==> src/rtl/game_pkg.sv <==
// Shared definitions for the game bookkeeping blocks.
//   - game_state encodings driven by game_controller
//   - default point values per event kind
//   - player life state machine encoding
package game_pkg;

    localparam logic [2:0] GS_START = 3'd1;
    localparam logic [2:0] GS_PLAY  = 3'd2;
    localparam logic [2:0] GS_WIN   = 3'd3;
    localparam logic [2:0] GS_OVER  = 3'd4;

    localparam logic [9:0] GOLD_POINTS   = 10'd500;
    localparam logic [9:0] ALIEN_POINTS  = 10'd250;
    localparam logic [9:0] DIMOND_POINTS = 10'd25;

    // Largest score representable in four BCD digits.
    localparam logic [13:0] SCORE_MAX = 14'd9999;

    typedef enum logic [1:0] {
        ALIVE,
        DEAD_WAIT,
        OUT
    } life_state_t;

endpackage

==> src/rtl/bcd_add_sat4.sv <==
// Combinational 4-digit BCD adder with saturation at 9999.
// Ports:
//   i_bcd  [15:0]  augend, four packed BCD digits, [15:12] thousands
//   i_add  [9:0]   binary addend (0..1023)
//   o_sum  [15:0]  BCD sum, clamped to 16'h9999 on overflow
module bcd_add_sat4 (
    input  logic [15:0] i_bcd,
    input  logic [9:0]  i_add,
    output logic [15:0] o_sum
);

    logic [3:0]  w_add_dig [4];
    logic [15:0] w_sum;
    logic [4:0]  w_dsum;
    logic        w_carry;

    // Split the binary addend into decimal digits (constant divisors only).
    always_comb begin
        w_add_dig[0] = 4'(i_add % 10'd10);
        w_add_dig[1] = 4'((i_add / 10'd10) % 10'd10);
        w_add_dig[2] = 4'((i_add / 10'd100) % 10'd10);
        w_add_dig[3] = 4'(i_add / 10'd1000);
    end

    // Ripple the decimal carry from units to thousands; a carry out of the
    // thousands digit means the true sum exceeded 9999.
    always_comb begin
        w_sum   = 16'h0000;
        w_carry = 1'b0;
        w_dsum  = 5'd0;
        for (int i = 0; i < 4; i++) begin
            w_dsum = 5'(i_bcd[4*i +: 4]) + 5'(w_add_dig[i]) + 5'(w_carry);
            if (w_dsum > 5'd9) begin
                w_sum[4*i +: 4] = 4'(w_dsum - 5'd10);
                w_carry         = 1'b1;
            end else begin
                w_sum[4*i +: 4] = w_dsum[3:0];
                w_carry         = 1'b0;
            end
        end
        o_sum = w_carry ? 16'h9999 : w_sum;
    end

endmodule

==> src/rtl/lives_score_keeper.sv <==
// Game bookkeeping beside game_controller: folds per-pixel collision strobes
// into at most one event of each kind per frame, commits them on startOfFrame,
// and keeps the BCD score, bonus life, lives count and respawn timing.
// Ports:
//   clk, resetN          clock, asynchronous active-low reset
//   startOfFrame         one-cycle pulse per frame; commit point
//   game_state [2:0]     1 start, 2 play, 3 win, 4 over
//   restart_gameN        sync active-low: reload lives, back to ALIVE
//   reset_scoreN         sync active-low: clear score and bonus flag
//   player_died, player_eat_gold_1, alien_died_a, dimond_eaten   event strobes
//   score_bcd [15:0]     four BCD digits, [15:12] thousands
//   lives [2:0]          remaining lives
//   player_awake         high only while ALIVE
//   no_lives_left        high only while OUT
module lives_score_keeper
    import game_pkg::*;
#(
    parameter logic [2:0]  INIT_LIVES       = 3'd3,
    parameter logic [2:0]  MAX_LIVES        = 3'd5,
    parameter logic [7:0]  RESPAWN_FRAMES   = 8'd60,
    parameter logic [9:0]  PTS_GOLD         = GOLD_POINTS,
    parameter logic [9:0]  PTS_ALIEN        = ALIEN_POINTS,
    parameter logic [9:0]  PTS_DIMOND       = DIMOND_POINTS,
    parameter logic [13:0] EXTRA_LIFE_SCORE = 14'd5000
) (
    input  logic        clk,
    input  logic        resetN,
    input  logic        startOfFrame,
    input  logic [2:0]  game_state,
    input  logic        restart_gameN,
    input  logic        reset_scoreN,
    input  logic        player_died,
    input  logic        player_eat_gold_1,
    input  logic        alien_died_a,
    input  logic        dimond_eaten,
    output logic [15:0] score_bcd,
    output logic [2:0]  lives,
    output logic        player_awake,
    output logic        no_lives_left
);

    function automatic logic [13:0] sat_score(input logic [14:0] s);
        return (s > 15'(SCORE_MAX)) ? SCORE_MAX : s[13:0];
    endfunction

    function automatic logic [2:0] sat_lives_inc(input logic [2:0] l);
        return (l >= MAX_LIVES) ? MAX_LIVES : l + 3'd1;
    endfunction

    logic        r_die, r_gold, r_alien, r_dimond;
    logic [13:0] r_score_bin;
    logic [15:0] r_score_bcd;
    logic        r_bonus_given;
    logic [2:0]  r_lives;
    logic [7:0]  r_frame_cnt;
    life_state_t r_state;

    logic [9:0]  w_add;
    logic [13:0] w_score_bin_nxt;
    logic [15:0] w_score_bcd_nxt;
    logic        w_bonus_hit;
    logic [2:0]  w_lives_bonus;
    life_state_t w_state_nxt;
    logic [2:0]  w_lives_nxt;
    logic [7:0]  w_frame_cnt_nxt;

    // ---- Event folding: one flag per kind, reloaded on each frame boundary ----
    always_ff @(posedge clk or negedge resetN) begin
        if (!resetN) begin
            r_die    <= 1'b0;
            r_gold   <= 1'b0;
            r_alien  <= 1'b0;
            r_dimond <= 1'b0;
        end else if (!restart_gameN || game_state != GS_PLAY) begin
            r_die    <= 1'b0;
            r_gold   <= 1'b0;
            r_alien  <= 1'b0;
            r_dimond <= 1'b0;
        end else if (startOfFrame) begin
            // A strobe coincident with the boundary belongs to the next frame.
            r_die    <= player_died;
            r_gold   <= player_eat_gold_1;
            r_alien  <= alien_died_a;
            r_dimond <= dimond_eaten;
        end else begin
            r_die    <= r_die    | player_died;
            r_gold   <= r_gold   | player_eat_gold_1;
            r_alien  <= r_alien  | alien_died_a;
            r_dimond <= r_dimond | dimond_eaten;
        end
    end

    // ---- Commit: score add, then bonus life ----
    assign w_add = (r_gold   ? PTS_GOLD   : 10'd0)
                 + (r_alien  ? PTS_ALIEN  : 10'd0)
                 + (r_dimond ? PTS_DIMOND : 10'd0);

    assign w_score_bin_nxt = sat_score(15'(r_score_bin) + 15'(w_add));

    bcd_add_sat4 u_bcd_add (
        .i_bcd (r_score_bcd),
        .i_add (w_add),
        .o_sum (w_score_bcd_nxt)
    );

    // A held score reset suppresses the commit, so no bonus can be earned then.
    assign w_bonus_hit   = startOfFrame && reset_scoreN && !r_bonus_given
                         && (w_score_bin_nxt >= EXTRA_LIFE_SCORE);
    assign w_lives_bonus = w_bonus_hit ? sat_lives_inc(r_lives) : r_lives;

    always_ff @(posedge clk or negedge resetN) begin
        if (!resetN) begin
            r_score_bin   <= 14'd0;
            r_score_bcd   <= 16'h0000;
            r_bonus_given <= 1'b0;
        end else if (!reset_scoreN) begin
            r_score_bin   <= 14'd0;
            r_score_bcd   <= 16'h0000;
            r_bonus_given <= 1'b0;
        end else if (startOfFrame) begin
            r_score_bin <= w_score_bin_nxt;
            r_score_bcd <= w_score_bcd_nxt;
            if (w_bonus_hit) begin
                r_bonus_given <= 1'b1;
            end
        end
    end

    // ---- Life FSM: death is applied to the post-bonus lives value ----
    always_ff @(posedge clk or negedge resetN) begin
        if (!resetN) begin
            r_state     <= ALIVE;
            r_lives     <= INIT_LIVES;
            r_frame_cnt <= 8'd0;
        end else begin
            r_state     <= w_state_nxt;
            r_lives     <= w_lives_nxt;
            r_frame_cnt <= w_frame_cnt_nxt;
        end
    end

    always_comb begin
        w_state_nxt     = r_state;
        w_lives_nxt     = r_lives;
        w_frame_cnt_nxt = r_frame_cnt;
        if (startOfFrame) begin
            w_lives_nxt = w_lives_bonus;
            case (r_state)
                ALIVE: begin
                    if (r_die) begin
                        if (w_lives_bonus > 3'd1) begin
                            w_lives_nxt     = w_lives_bonus - 3'd1;
                            w_state_nxt     = DEAD_WAIT;
                            w_frame_cnt_nxt = 8'd0;
                        end else begin
                            // Last life gone (or already none): never underflow.
                            w_lives_nxt = 3'd0;
                            w_state_nxt = OUT;
                        end
                    end
                end
                DEAD_WAIT: begin
                    if (r_frame_cnt == RESPAWN_FRAMES - 8'd1) begin
                        w_state_nxt = ALIVE;
                    end else begin
                        w_frame_cnt_nxt = r_frame_cnt + 8'd1;
                    end
                end
                OUT: begin
                    w_state_nxt = OUT;
                end
                default: begin
                    w_state_nxt = ALIVE;
                end
            endcase
        end
        if (!restart_gameN) begin
            w_state_nxt     = ALIVE;
            w_lives_nxt     = INIT_LIVES;
            w_frame_cnt_nxt = 8'd0;
        end
    end

    assign score_bcd     = r_score_bcd;
    assign lives         = r_lives;
    assign player_awake  = (r_state == ALIVE);
    assign no_lives_left = (r_state == OUT);

endmodule

==> config.mk <==
export PLATFORM = sky130hd
export DESIGN_NAME = lives_score_keeper
export DESIGN_NICKNAME = d
export VERILOG_FILES = /design/src/rtl/game_pkg.sv /design/src/rtl/bcd_add_sat4.sv /design/src/rtl/lives_score_keeper.sv
export SDC_FILE = /design/constraint.sdc
export NUM_CORES = 1
export LEC_CHECK = 0
export ABC_CLOCK_PERIOD_IN_PS = 12900
export CAP_MARGIN = 20
export CORE_ASPECT_RATIO = 0.7
export CORE_UTILIZATION = 62
export CTS_BUF_LIST = sky130_fd_sc_hd__clkbuf_16
export CTS_CLUSTER_DIAMETER = 50
export DETAILED_ROUTE_END_ITERATION = 8
export GPL_TIMING_DRIVEN = 0
export PLACE_DENSITY = 0.91
export SLEW_MARGIN = 20
export SYNTH_ARGS = -nofsm -noshare
export SYNTH_HDL_FRONTEND = slang
export SYNTH_SLANG_ARGS = --single-unit
==> constraint.sdc <==
create_clock -name clk -period 12.9 [get_ports clk]
set_clock_uncertainty 0.1 [all_clocks]
set_input_delay 3.225 -clock clk [delete_from_list [all_inputs] [get_ports clk]]
set_output_delay 3.225 -clock clk [all_outputs]
set_load 0.01 [all_outputs]
# Word-level counts from Yosys, hierarchy flattened
# Index checks and enable logic that the tools add are counted.
[word_totals] register_bits=48 input_bits=12 output_inout_bits=21 wordCells=114
[classes] n_addsub=17 div_mod_pow=6 magnitude_cmp=8 n_eq_ne=12 mux=47 bitwise=4 n_reduce_logical=10
[ops] op="16-bit 2-to-1 mux" count=3
[ops] op="8-bit 2-to-1 mux" count=6
[ops] op="14-bit 2-to-1 mux" count=3
[ops] op="10-bit by 4-bit modulo with 10-bit output (second input constant)" count=3
[ops] op="3-bit 2-to-1 mux" count=7
[ops] op="4-bit by 4-bit adder with 5-bit output" count=4
[ops] op="5-bit by 4-bit > comparator with 1-bit output (second input constant)" count=4
[ops] op="4-bit 2-to-1 mux" count=4
[ops] op="8-bit one-hot mux with 2 select lines" count=1
[ops] op="4-bit subtractor (second input constant)" count=4
[ops] op="14-bit by 10-bit adder with 15-bit output" count=1
[ops] op="5-bit by 1-bit adder with 5-bit output" count=3
[ops] op="15-bit by 14-bit > comparator with 1-bit output (second input constant)" count=1
[ops] op="1-bit 2-to-1 mux" count=15
[ops] op="14-bit by 13-bit >= comparator with 1-bit output (second input constant)" count=1
[ops] op="10-bit by 5-bit adder with 10-bit output" count=1
[ops] op="9-bit by 8-bit adder with 10-bit output" count=1
[ops] op="10-bit by 10-bit divider with 10-bit output (second input constant)" count=1
[ops] op="10-bit by 4-bit divider with 10-bit output (second input constant)" count=1
[ops] op="10-bit by 7-bit divider with 10-bit output (second input constant)" count=1
[ops] op="2-bit 2-to-1 mux" count=5
[ops] op="9-bit 2-to-1 mux" count=1
[ops] op="3-bit by 2-bit != test with 1-bit output (second input constant)" count=3
[ops] op="8-bit by 1-bit adder with 8-bit output (second input constant)" count=1
[ops] op="other kinds (21)" count=29

# Depth between registers and ports, before layout
[logic_depth] depth_word=19 depth_mapped=51 ltp_nobuf=49

# Cells and area by module
# A second synthesis with hierarchy kept.
[hier_totals] hier_cells=814 hier_area_um2=6439.9
[modules_own_cells] module="lives_score_keeper" n_inst=1 cells_each=405 area_per_inst_um2=3577.2 seq_area_each_um2=1203.7
[modules_own_cells] module="bcd_add_sat4" n_inst=1 cells_each=409 area_per_inst_um2=2862.7 seq_area_each_um2=0.0

# Least setup slack after synthesis
# No wires, ideal clock.
[synth_timing] path_type="flip-flop to flip-flop" start="reg r_gold" end="reg r_score_bcd[14], in the netlist score_bcd[14]" setup_time_ns=0.083 arrival_time_ns=11.280 required_time_ns=12.717 setup_slack_ns=1.438 stages_incl_launch_ff=51 path_buffers=2 synth_period_minus_slack_ns=11.462 cell_sequence="dfrtp_1 > clkbuf_1 > inv_1 > ha_1 > inv_2 > fa_1 > inv_1 > ha_1 > and2b_4 > o21ai_1 > a211oi_4 > mux2i_2 > nand2_1 > mux2i_2 > nor3_2 > buf_2 > o211ai_1 > a311oi_1 > (+15 left out) > a21oi_1 > inv_1 > fa_1 > inv_1 > fa_1 > xor2_1 > ha_1 > a311oi_1 > nor3_1 > inv_1 > fa_1 > ha_1 > nor2_1 > a21oi_1 > o22a_1 > nor2_1 > nand2_1 > o21ai_0"
[synth_via] elab_chain_cells=19 word_cells_on_any_way=29 classes_between="10 x add/sub; 6 x div; 4 x order compare; 9 x mux"
[synth_lines] element="start, declared" line="lives_score_keeper.sv:50" rtl="logic r_die, r_gold, r_alien, r_dimond;"
[synth_lines] element="start signal, assigned" line="lives_score_keeper.sv:82" rtl="r_gold <= player_eat_gold_1;"
[synth_lines] element="start signal, assigned" line="lives_score_keeper.sv:87" rtl="r_gold <= r_gold | player_eat_gold_1;"
[synth_lines] element="9-bit 2-to-1 mux (*)" line="lives_score_keeper.sv:94" rtl="assign w_add = (r_gold ? PTS_GOLD : 10'd0)"
[synth_lines] element="9-bit by 8-bit adder with 10-bit output (*)" line="lives_score_keeper.sv:95" rtl="+ (r_alien ? PTS_ALIEN : 10'd0)"
[synth_lines] element="10-bit by 5-bit adder with 10-bit output (*)" line="lives_score_keeper.sv:96" rtl="+ (r_dimond ? PTS_DIMOND : 10'd0);"
[synth_lines] element="parallel branches: the longest is 10 deep, another holds 10-bit by 4-bit divider with 10-bit output"
[synth_lines] element="5-bit by 1-bit adder with 5-bit output (*)" line="bcd_add_sat4.sv:32" rtl="w_dsum = 5'(i_bcd[4*i +: 4]) + 5'(w_add_dig[i]) + 5'(w_carry);"
[synth_lines] element="4-bit subtractor or 5-bit by 4-bit > comparator with 1-bit output (tied branches)" line="bcd_add_sat4.sv:34, bcd_add_sat4.sv:33"
[synth_lines] element="4-bit 2-to-1 mux or 1-bit 2-to-1 mux (tied branches)" line="bcd_add_sat4.sv:33" rtl="if (w_dsum > 5'd9) begin"
[synth_lines] element="16-bit 2-to-1 mux (*)" line="bcd_add_sat4.sv:41" rtl="o_sum = w_carry ? 16'h9999 : w_sum;"
[synth_lines] element="16-bit 2-to-1 mux (*)" line="lives_score_keeper.sv:120" rtl="end else if (startOfFrame) begin"
[synth_lines] element="16-bit 2-to-1 mux (*)" line="lives_score_keeper.sv:116" rtl="end else if (!reset_scoreN) begin"
[synth_lines] element="end signal, assigned" line="lives_score_keeper.sv:122" rtl="r_score_bcd <= w_score_bcd_nxt;"
[synth_lines] element="end, declared" line="lives_score_keeper.sv:52" rtl="logic [15:0] r_score_bcd;"
# Every way passes the cells marked *. The select of a mux whose other input is x is not followed.
# A chain may end at the register's enable or synchronous reset.

# Final worst setup path
# Ends and elaborated chain as after synthesis.

==> flow_summary.toml <==
[synthesis]
yosys_warnings = 0
synth_edf_count = 0
ys_seq_area_share_pct = 19.36
synth_cells = 804
synth_area_mm2 = 0.006218
synth_seq_cells = 48
syn_nets = 870
async_flop_share_pct = 100.0
ys_types = 93
syn_area_per_cell_um2 = 7.734
ys.flop_type = "dfrtp_1"

[worst_setup_path]
crit_type = "flip-flop to flip-flop"
endpoint = "score_bcd[14]$_DFFE_PN0P_"
r2r_end = "score_bcd[14]$_DFFE_PN0P_"
worst_setup_path_start_kind = "flip-flop"
reg2reg_slack_ps = 340
crit_fanout = 9
crit_top_cell = "fa_1"
critPathSlowestCell = "nor4_1"
reg2reg_from = "r_gold$_DFF_PN0_"
reg2regPathDepth = 50
cp_slowest_stage_delay_ps = 500
cp-startpoint = "r_gold$_DFF_PN0_"
cp.arrival_ps = 12630
end_kind = "flip-flop"
worstPathRequired_ps = 12980

[clock_network]
cts_tree = "done"
cts_buffer_depth = 2
h-tree-depth = 2
numClockSinks = 48
worstSkewPairLatency_ps = 300
clk_pin_slew_worst_paths_ps = 70
cts_buffers = 5
cts_root_buf = "clkbuf_16"

[sta]
slew_headroom_pct = 26.94
hold_viol = 0
slew_violations = 0
finalSetupViolCount = 0
tightest_slew_ps = 1091
fmax_mhz = 79.65
period_share_pct = 97.33
fin_crit_ps = 12560

[floorplan]
die_w_um = 121.7
initial_core_util_pct = 63.96
num_rows = 30
die_area_mm2 = 0.01044
ioPinCount = 33
die_h_um = 85.79
coreArea_mm2 = 0.009722

[cells_and_area]
syn2layout_area_growth_pct = 13.16
final_cells = 982
most-common-layout-cells = "76 x nor2_1, 65 x a21oi_1, 61 x nand2_1"
diodes = 0
post-route-util_pct = 72.38
final_net_count = 919
drive_gt1_share_pct = 9.368
final_common_cell = "nor2_1"

[grt]
grt_pass1_wl_um = 33110
grt_usage_pct = 40.55
grt_start_max_net_pins = 33
grt_pass1_vias = 6538
antenna_found_initial = 0
overflow = 0

[drt]
via_per_inst = 7.222
drt_iter0_drc = 1068
wl_per_cell_um = 21.67
drc = 0
vias = 7092
drtAntennaViolNets = 0
dr.pass1.iters = 6
routed_wirelength_um = 21280

[placement]
place_hpwl_um = 15590
place_congestion = 1.013
port_buffers = 31
placed_cells = 964

[worst_hold_path]
hp-class = "flip-flop to flip-flop"

[run]
maxCapViolations = 0

[pwr]
vdd_drop_max_mv = 0.1783
cellLeakagePower_nw = 3.031
powerDensity_mw_per_mm2 = 109.3

[status]
status = "complete, no violations"
==> routing by layer <==
metal  up-vias  part of all wire, %  GRT usage, %  wire length (um)
li1       3090                    -             -                 -
met1      3346                   42         58.80              8885
met2       568                   41         57.23              8820
met3        88                   14         11.30              2957
met4         0                  2.9         13.92               619
met5         -                    0             0                 0
==> registers in the layout, summed over array words and instances (netlist names) <==
| name | flops |
|---|---|
| r_bonus_given | 1 |
| r_die | 1 |
| r_score_bin | 14 |
| r_frame_cnt | 8 |
| r_state | 2 |
| r_dimond | 1 |
| r_alien | 1 |
| r_gold | 1 |
| lives | 3 |
| score_bcd | 16 |
==> power by group <==
part | leakage [nW] | switching, mW | internal, mW
Combinational | 2.31 | 0.268 | 0.194
Clock | 0.0710 | 0.0586 | 0.0706
Sequential | 0.646 | 0.0146 | 0.163
==> per-stage QoR <==
step | instance area [um2] | setup slack [ps] | TNS, ps | power [mW] | hold WS [ps]
4_1_cts | 6869 | 66.30 | 0 | 0.7325 | 389.2
3_5_place_dp | 6704 | -646.2 | -6758 | 0.5906 | 373.9
6_report | 7037 | 345.0 | 0 | 0.7689 | 393.2
5_1_grt | 7037 | -131.0 | -477.2 | 0.8125 | 401.8
3_3_place_gp | 6689 | -45.38 | -45.38 | 0.5684 | 371.0
2_1_floorplan | 6218 | 1438 | 0 | 0.4807 | 353.7
==> synthesized netlist by cell type (6+ instances only) <==
master    instances  area share (%)
nor2_1           78             4.7
nor2b_1          13             1.3
o22ai_1           8            0.80
dfrtp_1          46              19
a211oi_1          7            0.85
o21ai_0          53             4.3
o21ai_1           6            0.48
xor2_1           14             2.0
inv_1            44             2.7
nand2_1          61             3.7
ha_1             44             8.9
xnor2_1          19             2.7
nor3_1           27             2.2
a21o_1           12             1.4
a21oi_1          66             5.3
a22o_1           12             1.7
clkbuf_1         28             1.7
and3_1           14             1.4
or3_1             6            0.60
nand4_1           8            0.80
o211ai_1          9             1.1
buf_2             9            0.72
and2_1            6            0.60
nand2b_1          9            0.91
mux2i_1          13             2.1
a31oi_1          20             2.0
o21a_1           10             1.2
fa_1             10             3.2
nand3_1          20             1.6
==> area by class of cell <==
class / count / area (um2)
inverter: 45 / 168.9
multi-input combinational: 671 / 4788
clock inverter: 3 / 13.76
tap: 128 / 160.2
fill: 734 / 2685
sequential: 48 / 1206
clock buffer: 5 / 125.1
buffer: 41 / 181.4
timing repair buffer: 41 / 392.9
==> worst min-delay path by stage <==
stage                               from                   endpoint  depth (start not counted)
6_report       r_bonus_given$_DFFE_PN0P_  r_bonus_given$_DFFE_PN0P_                          2
5_1_grt        r_bonus_given$_DFFE_PN0P_  r_bonus_given$_DFFE_PN0P_                          2
4_1_cts        r_bonus_given$_DFFE_PN0P_  r_bonus_given$_DFFE_PN0P_                          2
3_5_place_dp   r_bonus_given$_DFFE_PN0P_  r_bonus_given$_DFFE_PN0P_                          2
3_3_place_gp   r_bonus_given$_DFFE_PN0P_  r_bonus_given$_DFFE_PN0P_                          2
2_1_floorplan  r_bonus_given$_DFFE_PN0P_  r_bonus_given$_DFFE_PN0P_                          2
==> worst max-delay path, delay by kind of cell, from the launching register on <==
family | cells | cell delay (ps)
adder cells (fa/ha/maj) | 12 | 4310
AO/OA/AOI/OAI | 16 | 3090
buffers and inverters | 10 | 1380
AND/OR/NAND/NOR | 6 | 1340
XOR/XNOR | 4 | 920
multiplexers | 2 | 740
flip-flops | 1 | 480
==> what timing repair did <==
| item | 4_1_cts | 5_1_grt |
|---|---|---|
| pin swaps | 0 | 5 |
| resized for setup | 7 | 19 |
| endpoints found under the setup margin | 15 | 16 |
| gates cloned | 0 | 1 |
| hold buffers | 0 | 0 |
| buffers inserted | 0 | 9 |
==> logic make-up (layout without fill, tap and decap cells) <==
kind of cell	after synthesis	after routing	synth area share, %
compound gates	282	282	30.89
simple gates	274	274	22.29
mux	21	22	3.622
fa+ha+maj	57	57	12.56
buf+inv	86	135	5.553
flops	48	48	19.36
xor+xnor	36	36	5.734
Note: power is estimated with default switching activity, not from simulation.
==> patch 1, RTL diff (same flow settings) <==
Put a register stage on the outputs `player_awake` and `no_lives_left`, without a reset. The values now appear one clock later. The other outputs are not delayed to match.
--- a/src/rtl/lives_score_keeper.sv
+++ b/src/rtl/lives_score_keeper.sv
@@ -183,8 +183,10 @@
 
     assign score_bcd     = r_score_bcd;
     assign lives         = r_lives;
-    assign player_awake  = (r_state == ALIVE);
-    assign no_lives_left = (r_state == OUT);
+    always_ff @(posedge clk) begin
+        player_awake  <= (r_state == ALIVE);
+        no_lives_left <= (r_state == OUT);
+    end
 
 endmodule
 
Behaviour: not the same (a bounded check fails within 4 cycles, from zero or initial values and one cycle with resetN low).
==> patch 1 against the unedited design <==
Design area down 3.7%; routed wire length decreased by 7.8%; worst setup slack improved by 0.022 ns; worst hold slack got worse by 0.035 ns; global-route usage fell by 2.0 points; fmax is 0.18% higher; non-clock buffer count grew 1; area after synthesis is 6.9% lower; total power rose by 8.6%; sequential cell count is 2 higher.
==> patch 1: results (changes against the unedited design) <==
- Total GRT Usage: 38.5% (-2.0 points)
- Largest net degree at the start of global routing: 34 (+3.0%)
- Non-clock buffers: 83 (+1.2%)
- Clock-cell share: 2.86% (+0.89 points)
- CP max stage cell: fa_1
- First-pass GRT wire length: 30300 um (-8.5%)
- Switching share of power: 42.9% (-1.4 points)
- FF/Latch Area: 1250 um^2 (+3.3%)
- R2R cell count: 52 (+4.0%)
- Port bufs: 32 (+3.2%)
- Number of non-clock inverters: 44 (-2.2%)
- Multi-Input Combinational: 619 (-7.7%)
- Internal reg-to-reg setup slack: 0.37 ns (+0.02 ns)
- P_clk: 0.179 mW (+39%)
- Worst vdd ir: 164 uV (-8.0%)
- Synthesized flop and latch total: 50 (+4.2%)
- FILL cells: 618 (-16%)
- Netlist cell types: 88 (-5.4%)
- Nets: 869 (-5.4%)
- DR iter-0 viols: 872 (-18%)
- Seq. pwr: 0.184 mW (+3%)
- Hold path startpoint: r_state[1]
- Mapped Nets: 812 (-6.7%)
- Most frequent cells after synthesis: nor2_1, a21oi_1, nand2_1
- Status: finished, final reports clean
- Sequential-to-total area share from yosys stat: 21.5% (+2.1 points)
- Layout cell share with drive strength beyond 1: 12.1% (+2.7 points)
- Crit path max fanout: 10 (+1)
- Number of global-route vias before repair: 6092 (-6.8%)
- Fraction of area in multi-input gates: 64.8% (-3.3 points)
- Slew @ Worst Pin: 0.718 ns (-0.373 ns)
- WL/cell: 21.1 um (-2.4%)
- Async S/R FF share, synth: 96.0% (-4.0 points)
[patch 1: cell types whose count changed in the layout (fill, tap and decap cells not counted), sizes merged, moves of 6 or more]
cell   before  now
nor2       79   89
o22ai       8    2
a22o       12    4
o21ai      59   42
a31oi      21    9
and3       14    6
[patch 1: metal layers]
layer / vias to the layer above / track usage, % / routed length, um / part of all wire (%)
met2: 542 / 58.8 / 8530 / 43
met1: 3058 / 52.5 / 7850 / 40
met5: - / 0 / 0 / 0
li1: 2842 / - / - / -
met4: 0 / 10.8 / 567 / 2.9
met3: 91 / 12.1 / 2680 / 14
[patch 1: how the worst max path moves through the flow]
stage | slack [ns] | depth (start not counted) | endpoint | start
finish | 0.37 | 52 | score_bcd[14] | r_gold
global route | -0.26 | 53 | score_bcd[14] | r_gold
CTS | 0.002 | 52 | score_bcd[14] | r_gold
detailed placement | -0.92 | 51 | score_bcd[14] | r_alien
global placement | -0.28 | 51 | score_bcd[14] | r_alien
floorplan | 1.56 | 53 | score_bcd[14] | r_alien
[patch 1: metrics by stage]
stage,total power [mW],worst slack [ns],TNS [ns],cells,cell area (um^2)
2_1_floorplan,0.472,1.56,0,746,5790
3_3_place_gp,0.556,-0.283,-1.53,902,6260
3_5_place_dp,0.590,-0.922,-11.05,903,6280
4_1_cts,0.778,0.00199,0,912,6520
5_1_grt,0.872,-0.257,-1.34,928,6780
6_report,0.835,0.367,0,928,6780
[patch 1: cell families after synthesis]
family | synth area share [%]
flip-flops | 21.5
adder cells (fa/ha/maj) | 13.1
buffers and inverters | 5.38
multiplexers | 2.27
AO/OA/AOI/OAI | 28.4
XOR/XNOR | 5.75
AND/OR/NAND/NOR | 23.5
[patch 1: timing repair]
action	4_1_cts	5_1_grt
pin swaps	2	6
endpoints found under the setup margin	16	16
buffers inserted	1	16
resized for setup	10	30
==> patch 2, RTL diff (config.mk and constraints unchanged) <==
Made on the original files. The package constant `SCORE_MAX` goes from 14'd9999 to 14'd7499.
--- a/src/rtl/game_pkg.sv
+++ b/src/rtl/game_pkg.sv
@@ -14,7 +14,7 @@
     localparam logic [9:0] DIMOND_POINTS = 10'd25;
 
     // Largest score representable in four BCD digits.
-    localparam logic [13:0] SCORE_MAX = 14'd9999;
+    localparam logic [13:0] SCORE_MAX = 14'd7499;
 
     typedef enum logic [1:0] {
         ALIVE,
Formal check against the unedited RTL: no difference found for any inputs over 4 cycles, from zero or initial values and one cycle with resetN low; that may be too few to reach the edited logic, so the function may still have changed.
==> patch 2 against the unedited design <==
First-iteration DRC count decreased by 2.9%; die area decreased by 3.4%; sequential share of layout area increased by 0.39 points; design area decreased by 2.2%; via count decreased by 10%; total power decreased by 2.6%; area after synthesis decreased by 3.4%; worst setup slack improved by 0.13 ns; sequential cell count unchanged; routed wire length decreased by 14%; highest routed layer unchanged; global-route usage decreased by 4.6 points; critical endpoint unchanged; largest power group unchanged.
==> patch 2: results (changes against the unedited design) <==
- Internal reg-to-reg setup slack: 0.47 ns (+0.13 ns)
- Clock root cell: clkbuf_16
- Met2 usage: 54.4% (-2.8 points)
- Diodes inserted: 0 (unchanged)
- DR vias: 6378 (-10%)
- Met3 Usage GRT: 8.83% (-2.5 points)
- FILL cells: 636 (-13%)
- DR iter-0 viols: 1037 (-2.9%)
- # hold bufs at CTS: 0 (unchanged)
- Most frequent cells after synthesis: nand2_1, nor2_1, a21oi_1
- Met1 global-route usage: 51.9% (-6.9 points)
- Gate Count Post-Synth: 748 (-7.0%)
- Status: finished, final reports clean
- Max incr delay on CP: 0.48 ns (-0.02 ns)
- First-pass GRT wire length: 29400 um (-11%)
- R2R cell count: 53 (+6.0%)
- Fmax: 0.0805 GHz (+1.0%)
- Worst vdd ir: 86.9 uV (-51%)
- HPWL after detailed placement: 13700 um (-12%)
- Leakage power: 3.05 nW (+0.66%)
- Slew @ Worst Pin: 0.896 ns (-0.195 ns)
- Sequential-to-total area share from yosys stat: 20.0% (+0.69 points)
- Top cells by area, synth: dfrtp_1, ha_1, nand2_1
- WL/cell: 19.9 um (-8.2%)
- Gpl congestion: 0.969 (-4.3%)
- Number of non-filler instances in the completed layout: 923 (-6.0%)
- Placed instance count: 904 (-6.2%)
- Number of global-route vias before repair: 5920 (-9.5%)
- Total GRT Usage: 36.0% (-4.6 points)
- Nets: 864 (-6.0%)
- Delay-heaviest family, CP: adder cells
- Place WS: -0.992 ns (-0.346 ns)
- Max FFs per register: 16 (unchanged)
- Util after Layout: 74.7% (+2.3 points)
- Switching share of power: 43.4% (-0.90 points)
- Clk pin slew, worst setup/hold paths: 0.07 ns (about the same)
- H-tree depth: 2 (unchanged)
- CP max stage cell: dfrtp_2
- Crit path max fanout: 10 (+1)
- Netlist cell types: 108 (+16%)
- Layout cell share with drive strength beyond 1: 16.3% (+6.9 points)
- Post-DP Area: 6490 um^2 (-3.2%)
- Mapped Nets: 814 (-6.4%)
==> patch 2: cell type report <==
type	instances	share of cell area, %
inverter	45	2.56
sequential	48	17.5
clock inverter	3	0.200
clock buffer	5	1.82
timing repair buffer	46	6.26
buffer	28	2.27
multi-input combinational	624	67.1
tap	124	2.25
==> patch 2: per-layer routing <==
layer / wire [um] / vias up
met5: 0 / -
li1: - / 2868
met3: 2190 / 44
met4: 298 / 0
met2: 7960 / 454
met1: 7930 / 3012
==> patch 2: power groups by stage <==
stage / clock [mW] / sequential, mW / combinational, mW
final: 0.128 / 0.177 / 0.444
after global routing: 0.133 / 0.178 / 0.481
after CTS: 0.127 / 0.176 / 0.405
after detailed placement: 0 / 0.179 / 0.390
after global placement: 0 / 0.178 / 0.364
after floorplan: 0 / 0.179 / 0.284
==> patch 2: cell families after synthesis <==
| family | share of synthesized area (%) |
|---|---|
| AND/OR/NAND/NOR | 23.5 |
| multiplexers | 2.00 |
| AO/OA/AOI/OAI | 30.1 |
| XOR/XNOR | 5.67 |
| flip-flops | 20.0 |
| buffers and inverters | 5.37 |
| adder cells (fa/ha/maj) | 13.3 |
==> patch 2: worst min path at each step <==
stage,start,endpoint,slack [ns],cells after the start
6_report,r_bonus_given,r_bonus_given,0.39,2
5_1_grt,r_bonus_given,r_bonus_given,0.41,2
4_1_cts,r_bonus_given,r_bonus_given,0.39,2
3_5_place_dp,r_bonus_given,r_bonus_given,0.37,2
3_3_place_gp,r_bonus_given,r_bonus_given,0.37,2
2_1_floorplan,r_bonus_given,r_bonus_given,0.35,2
==> patch 2: tightest hold or removal path, delay by kind of cell (launching register included) <==
kind,cells,cell delay [ns]
flops,1,0.35
simple gates,2,0.11
==> patch 2: repair_timing <==
action                     CTS  global route
setup endpoints to repair   16            16
gates resized for setup     13            29
pin swaps                    1             8
buffers inserted             1            13
